File: src/rtl/module2_rx.sv
// module2_rx: receive side of the module2 output bundle.
// Re-inverts fields 1 and 2 at write time, passes field 3 through, buffers the
// restored words in a small FIFO and hands them downstream over valid/ready.
// Also reports the FIFO occupancy and a saturating count of delivered words.
module module2_rx #(
   parameter int P1    = 4,
   parameter int P2    = 5,
   parameter int DEPTH = 2,
   parameter int CNT_W = 16
) (
   input  logic                       clk,
   input  logic                       rst_n,
   input  logic                       in_valid,
   output logic                       in_ready,
   input  logic [P1-1:0]              in1,
   input  logic [P2-1:0]              in2,
   input  logic [3:0]                 in3,
   output logic                       out_valid,
   input  logic                       out_ready,
   output logic [P1-1:0]              out1,
   output logic [P2-1:0]              out2,
   output logic [3:0]                 out3,
   output logic [$clog2(DEPTH+1)-1:0] level,
   output logic [CNT_W-1:0]           delivered
);

   // Pointer width; DEPTH is a power of two so pointers wrap by overflow.
   localparam int AW = (DEPTH > 1) ? $clog2(DEPTH) : 1;
   localparam int LW = $clog2(DEPTH + 1);
   localparam int EW = P1 + P2 + 4;

   localparam logic [LW-1:0]    FULL_LVL = LW'(DEPTH);
   localparam logic [CNT_W-1:0] CNT_MAX  = '1;

   // Stored word layout: {field1, field2, field3}, already restored.
   function automatic logic [EW-1:0] restore_word(input logic [P1-1:0] f1,
                                                  input logic [P2-1:0] f2,
                                                  input logic [3:0]    f3);
      return {~f1, ~f2, f3};
   endfunction

   // Increment that sticks at the all-ones value.
   function automatic logic [CNT_W-1:0] sat_inc(input logic [CNT_W-1:0] c);
      return (c == CNT_MAX) ? c : c + CNT_W'(1);
   endfunction

   logic [EW-1:0]    mem_q [DEPTH];
   logic [AW-1:0]    wr_ptr_q, wr_ptr_d;
   logic [AW-1:0]    rd_ptr_q, rd_ptr_d;
   logic [LW-1:0]    level_q, level_d;
   logic [CNT_W-1:0] delivered_q, delivered_d;

   logic             push;
   logic             pop;
   logic [EW-1:0]    wr_word;
   logic [EW-1:0]    head_word;

   // Handshake decode: ready/valid derive only from the registered level.
   always_comb begin
      in_ready  = (level_q != FULL_LVL);
      out_valid = (level_q != '0);
      push      = in_valid && in_ready;
      pop       = out_valid && out_ready;
      wr_word   = restore_word(in1, in2, in3);
   end

   // Next-state for pointers, occupancy and the delivered counter.
   always_comb begin
      wr_ptr_d    = wr_ptr_q;
      rd_ptr_d    = rd_ptr_q;
      level_d     = level_q;
      delivered_d = delivered_q;
      if (push) begin
         wr_ptr_d = wr_ptr_q + AW'(1);
      end
      if (pop) begin
         rd_ptr_d    = rd_ptr_q + AW'(1);
         delivered_d = sat_inc(delivered_q);
      end
      case ({push, pop})
         2'b10:   level_d = level_q + LW'(1);
         2'b01:   level_d = level_q - LW'(1);
         default: level_d = level_q;
      endcase
   end

   // Control state registers.
   always_ff @(posedge clk or negedge rst_n) begin
      if (!rst_n) begin
         wr_ptr_q    <= '0;
         rd_ptr_q    <= '0;
         level_q     <= '0;
         delivered_q <= '0;
      end else begin
         wr_ptr_q    <= wr_ptr_d;
         rd_ptr_q    <= rd_ptr_d;
         level_q     <= level_d;
         delivered_q <= delivered_d;
      end
   end

   // FIFO storage; cleared on reset so the outputs read zero afterwards.
   always_ff @(posedge clk or negedge rst_n) begin
      if (!rst_n) begin
         for (int i = 0; i < DEPTH; i++) begin
            mem_q[i] <= '0;
         end
      end else if (push) begin
         mem_q[wr_ptr_q] <= wr_word;
      end
   end

   // Head of queue drives the output fields; stable while stalled.
   always_comb begin
      head_word = mem_q[rd_ptr_q];
      out1      = head_word[EW-1 -: P1];
      out2      = head_word[P2+3 -: P2];
      out3      = head_word[3:0];
      level     = level_q;
      delivered = delivered_q;
   end

endmodule
File: config.mk
export PLATFORM = sky130hd
export DESIGN_NAME = module2_rx
export DESIGN_NICKNAME = d
export VERILOG_FILES = /design/src/rtl/module2_rx.sv
export SDC_FILE = /design/constraint.sdc
export NUM_CORES = 1
export LEC_CHECK = 0
export BUFFER_PORTS_ARGS = -buffer_cell sky130_fd_sc_hd__buf_2
export CORE_UTILIZATION = 56
export CTS_CLUSTER_DIAMETER = 30
export CTS_CLUSTER_SIZE = 28
export DETAILED_ROUTE_END_ITERATION = 16
export PLACE_DENSITY = 0.83
export SYNTH_ARGS = -nofsm -noshare
export SYNTH_HDL_FRONTEND = slang
export SYNTH_SLANG_ARGS = --single-unit
File: constraint.sdc
create_clock -name clk -period 2.86 [get_ports clk]
set_input_delay 0.286 -clock clk [delete_from_list [all_inputs] [get_ports clk]]
set_output_delay 0.286 -clock clk [all_outputs]
set_load 0.02 [all_outputs]
After elaboration in Yosys (flattened, before gate mapping) --
Index checks and enable logic that the tools add are counted.
Storage, ports and cells: flip-flop bits (word level) 46, input port bits 17, output and inout bits 33, logic and storage cells 36
Cells by class: add/subtract/negate cells 5, order comparisons 3, equality and inequality tests 4, muxes and demuxes 7, bitwise gates (word level) 5, reduce and logical (&&, ||, !) cells 6
Operators with widths (number):
- 13-bit 2-to-1 mux | 4
- 26-bit bitwise mux | 1
- 16-bit by 1-bit adder with 16-bit output (second input constant) | 1
- 16-bit == test (second input constant) | 1
- 13-bit demux with 1-bit select | 1
- 5-bit NOT | 1
- 2-bit greater-or-equal comparator (second input constant) | 2
- 1-bit NOT with 2-bit output | 2
- 4-bit NOT | 1
- 2-bit case mux with 2 select lines | 1
- 2-bit nonzero test | 2
- 1-bit logical AND | 3
- 1-bit adder (second input constant) | 2
- 2-bit by 1-bit adder with 2-bit output (second input constant) | 1
- 2-bit by 1-bit == test with 1-bit output (second input constant) | 1
- 2-bit == test (second input constant) | 1
- 2-bit by 1-bit less-than comparator with 1-bit output (second input constant) | 1
- 2-bit != test (second input constant) | 1
- 2-bit AND reduction | 1
- 2-bit by 1-bit subtractor with 2-bit output (second input constant) | 1
- 1-bit NOT | 1

Longest topological paths before layout --
depth in word-level cells 6, mapped depth 6, depth with buffers taken out 6

Worst setup path before layout --
OpenSTA, ideal clock, no wires.
path type flip-flop to flip-flop, from register level_q[0], in the netlist level[0], to register mem_q[15] in the netlist's numbering, setup time 0.125 ns, arrival 1.686 ns, required time 2.735 ns, slack 1.049 ns, cell stages (with the launch flop) 6, buffers on the path 2, clock period less this slack 1.811 ns, path through dfrtp_1 -> nand2b_1 -> and3b_1 -> clkbuf_1 -> buf_2 -> mux2_2
On the way: longest elaborated chain between the ends 2
Ends and longest elaborated chain:
- from (decl) | line 50 | logic [LW-1:0] level_q, level_d;
- from (signal assigned) | line 97 | level_q <= level_d;
- 2-bit != test | line 60 | in_ready = (level_q != FULL_LVL);
- named net in_ready | line 14 | output logic in_ready,
- 1-bit logical AND | line 62 | push = in_valid && in_ready;
- to (signal, indexed assignment) | line 109 | mem_q[wr_ptr_q] <= wr_word;
- to (decl) | line 47 | logic [EW-1:0] mem_q [DEPTH];
The timed path passes the listed nets, and every way through them passes these cells. A chain may end at the register's enable or synchronous reset.

Worst setup path after layout --
from register rd_ptr_q, to output port out2[0]
On the way: longest elaborated chain between the ends 4
Ends and longest elaborated chain:
- from (decl) | line 49 | logic [AW-1:0] rd_ptr_q, rd_ptr_d;
- from (signal assigned) | line 96 | rd_ptr_q <= rd_ptr_d;
- 1-bit NOT with 2-bit output (not written as such) | line 115 | head_word = mem_q[rd_ptr_q];
- 13-bit 2-to-1 mux (not written as such) (3 in a row) | line 115
- to (decl) | line 21 | output logic [P2-1:0] out2,
No other way between the ends. The select of a mux whose other input is x is not followed.

==> metrics.txt <==
Antenna diodes=0; Fmax achieved=0.506 GHz; mapped cell area=0.00201 mm2; Slew @ Worst Pin=971 ps; fin nets=246; Post-CTS Setup Bufs=0; total number of vias=1436; worst hold-check path type=in -> async; initial antenna violation count=0; hold_buf cts=0; Peak VDD IR=838 uV; worst-path maximum fanout=14; met3 routed WL=180 um; Critical Path RT=2570 ps; die width=61.9 um; RSZ-0062 raised after global routing=no; status=finished clean; Final period util=69.1%; Relative slew margins=35.3%; initial core utilization=59.4%; CP endpoint kind=output port; endpoints failing setup=0; Area Overhead vs Synth=17.8%; Post-Syn Instances=177; global route overflow=0; WL met1=1610 um; Placed Area=0.00229 mm2; IO Port Bufs=49; clk buf depth=2; Arr. time, crit path=1690 ps; Top Metal Used=met4; Pleak=1.09 nW; DRC Markers=0; max-cap viol count=0; Yosys cell types=21; Mapped Nets=196; total core area=0.00339 mm2; Final Hold Violating Endpoints=0; # rows=21; Avg Cell Area, Syn=11.4 um2; crit path kind=reg -> out; setup TNS=0 ps; Final Cell Area=0.00237 mm2; Clock Skews=9.90 ps; Global Route Usage Sum=21.2%; vias per cell=5.24; fin. max-slew vios=0; Die Height=61.9 um; H-tree depth=2; RePlAce Congestion=0.726; post-synthesis sequential area ratio=57.2%; post_cts resized=0; die area=0.00384 mm2; Worst setup SP type=flop; number of global-route vias before repair=1328; drt wl/cell=12.9 um; pin count of the biggest net entering global routing=47; final worst path period need=1980 ps; clk root buf=clkbuf_4; drt pass-1 iters=4; met2 routed WL=1700 um; Clock Sinks=46; Num CTS Buffers=5; Pwr Density=1110 mW/mm2; later-pin clock latency in the skew report=360 ps; aggregate routed wire length=3540 um; first-pass GRT wire length=5730 um; clock slew at reported path FFs=130 ps; Synth Warn #=0; CTS tree=yes; antenna viol nets, final=0; initial DRC count=60; layout cells sized above 1=35.5%; Synth Register Bits=46; post-detail-place hpwl=2530 um; I/O pin cnt=50
[where the power goes]
| group | total, W | internal (W) | switching [W] |
|---|---|---|---|
| clock | 0.000384 | 0.000184 | 0.000199 |
| combinational | 0.00113 | 0.000514 | 0.000621 |
| sequential | 0.00111 | 0.000904 | 0.000207 |
| total | 0.00263 | 0.00160 | 0.00103 |
[sequential cells by signal (all words and copies together), names as in the netlist]
name / cells
delivered: 16
wr_ptr_q: 1
level: 2
mem_q: 26
rd_ptr_q: 1
[worst paths after layout]
check / slack, ps / startpoint / endpoint / depth (start not counted)
worst max-delay path: 880 / rd_ptr_q / out2[0] / 2
worst min-delay path: 70 / rst_n / mem_q[2] / 1
worst max register to register: 1020 / delivered[0] / delivered[1] / 4
worst min register to register: 490 / mem_q[5] / mem_q[5] / 2
max in group asynchronous: 2190 / rst_n / delivered[14] / 1
min in group clk: 90 / in2[3] / mem_q[20] / 2
[per-layer routing]
metal  track usage (%)  vias to the layer above
met1              25.7                      685
met2              35.1                       34
met3              7.66                        6
met5                 0                        -
li1                  -                      711
met4              7.62                        0
[placed cells by master, fill, tap and decap left out]
cell type   instances
and3_1              1
or3_1               1
xor2_1              3
nand3_1             7
mux2_2             23
o21ai_0            12
buf_4               1
or2_2               1
xnor2_1            15
nor2_1             15
clkinvlp_4          1
nand4_1             8
nand2_1            19
inv_1               1
nand2b_1            2
clkbuf_4            5
bufinv_16           1
buf_2              49
clkbuf_1            1
o41a_1              1
and3b_1             1
ha_1                2
a21oi_1             9
dfrtp_1            46
nor3_1              3
[synth_stat cells]
cell,number,area share [%]
dfrtp_1,46,57
mux2_2,23,13
nand2_1,19,3.5
nor2_1,15,2.8
xnor2_1,15,6.5
o21ai_0,12,3.0
a21oi_1,9,2.2
nand4_1,8,2.5
nand3_1,7,1.7
buf_2,4,1.0
clkbuf_1,3,0.56
nor3_1,3,0.75
xor2_1,3,1.3
ha_1,2,1.2
nand2b_1,2,0.62
and3_1,1,0.31
and3b_1,1,0.44
inv_1,1,0.19
o41a_1,1,0.56
or2_2,1,0.31
or3_1,1,0.31
[stage by stage]
step / cells / power (W) / hold slack, ps / utilization [%] / setup WS, ps
final: 274 / 0.00263 / 66.0 / 69.9 / 884
after detailed placement: 266 / 0.00227 / 467 / 67.6 / 1040
after global routing: 274 / 0.00284 / 48.5 / 69.9 / 769
after global placement: 266 / 0.00223 / 455 / 67.6 / 1100
after floorplan: 177 / 0.00194 / -9.59 / - / 1050
after CTS: 274 / 0.00266 / 66.1 / 69.9 / 848
[kinds of logic after synthesis]
| family | after synthesis | share of synthesized area [%] |
|---|---|---|
| XOR/XNOR | 18 | 7.84 |
| AND/OR/NAND/NOR | 58 | 13.3 |
| multiplexers | 23 | 12.9 |
| buffers and inverters | 8 | 1.74 |
| AO/OA/AOI/OAI | 22 | 5.78 |
| adder cells (fa/ha/maj) | 2 | 1.24 |
| flip-flops | 46 | 57.2 |
[final cells by class]
type	instances	area, um2
Tap cell	46	57.6
Fill cell	259	1020
Clock buffer	6	41.3
Timing Repair Buffer	50	253
Clock inverter	2	37.5
Sequential cell	46	1150
Inverter	1	3.75
Multi-Input combinational cell	123	826
[worst max-delay path, stage by stage, from the launching register on]
cell and delay [ps]:
dfrtp_1 760, mux2_2 410, buf_2 160
(Power assumes the default switching activity.)
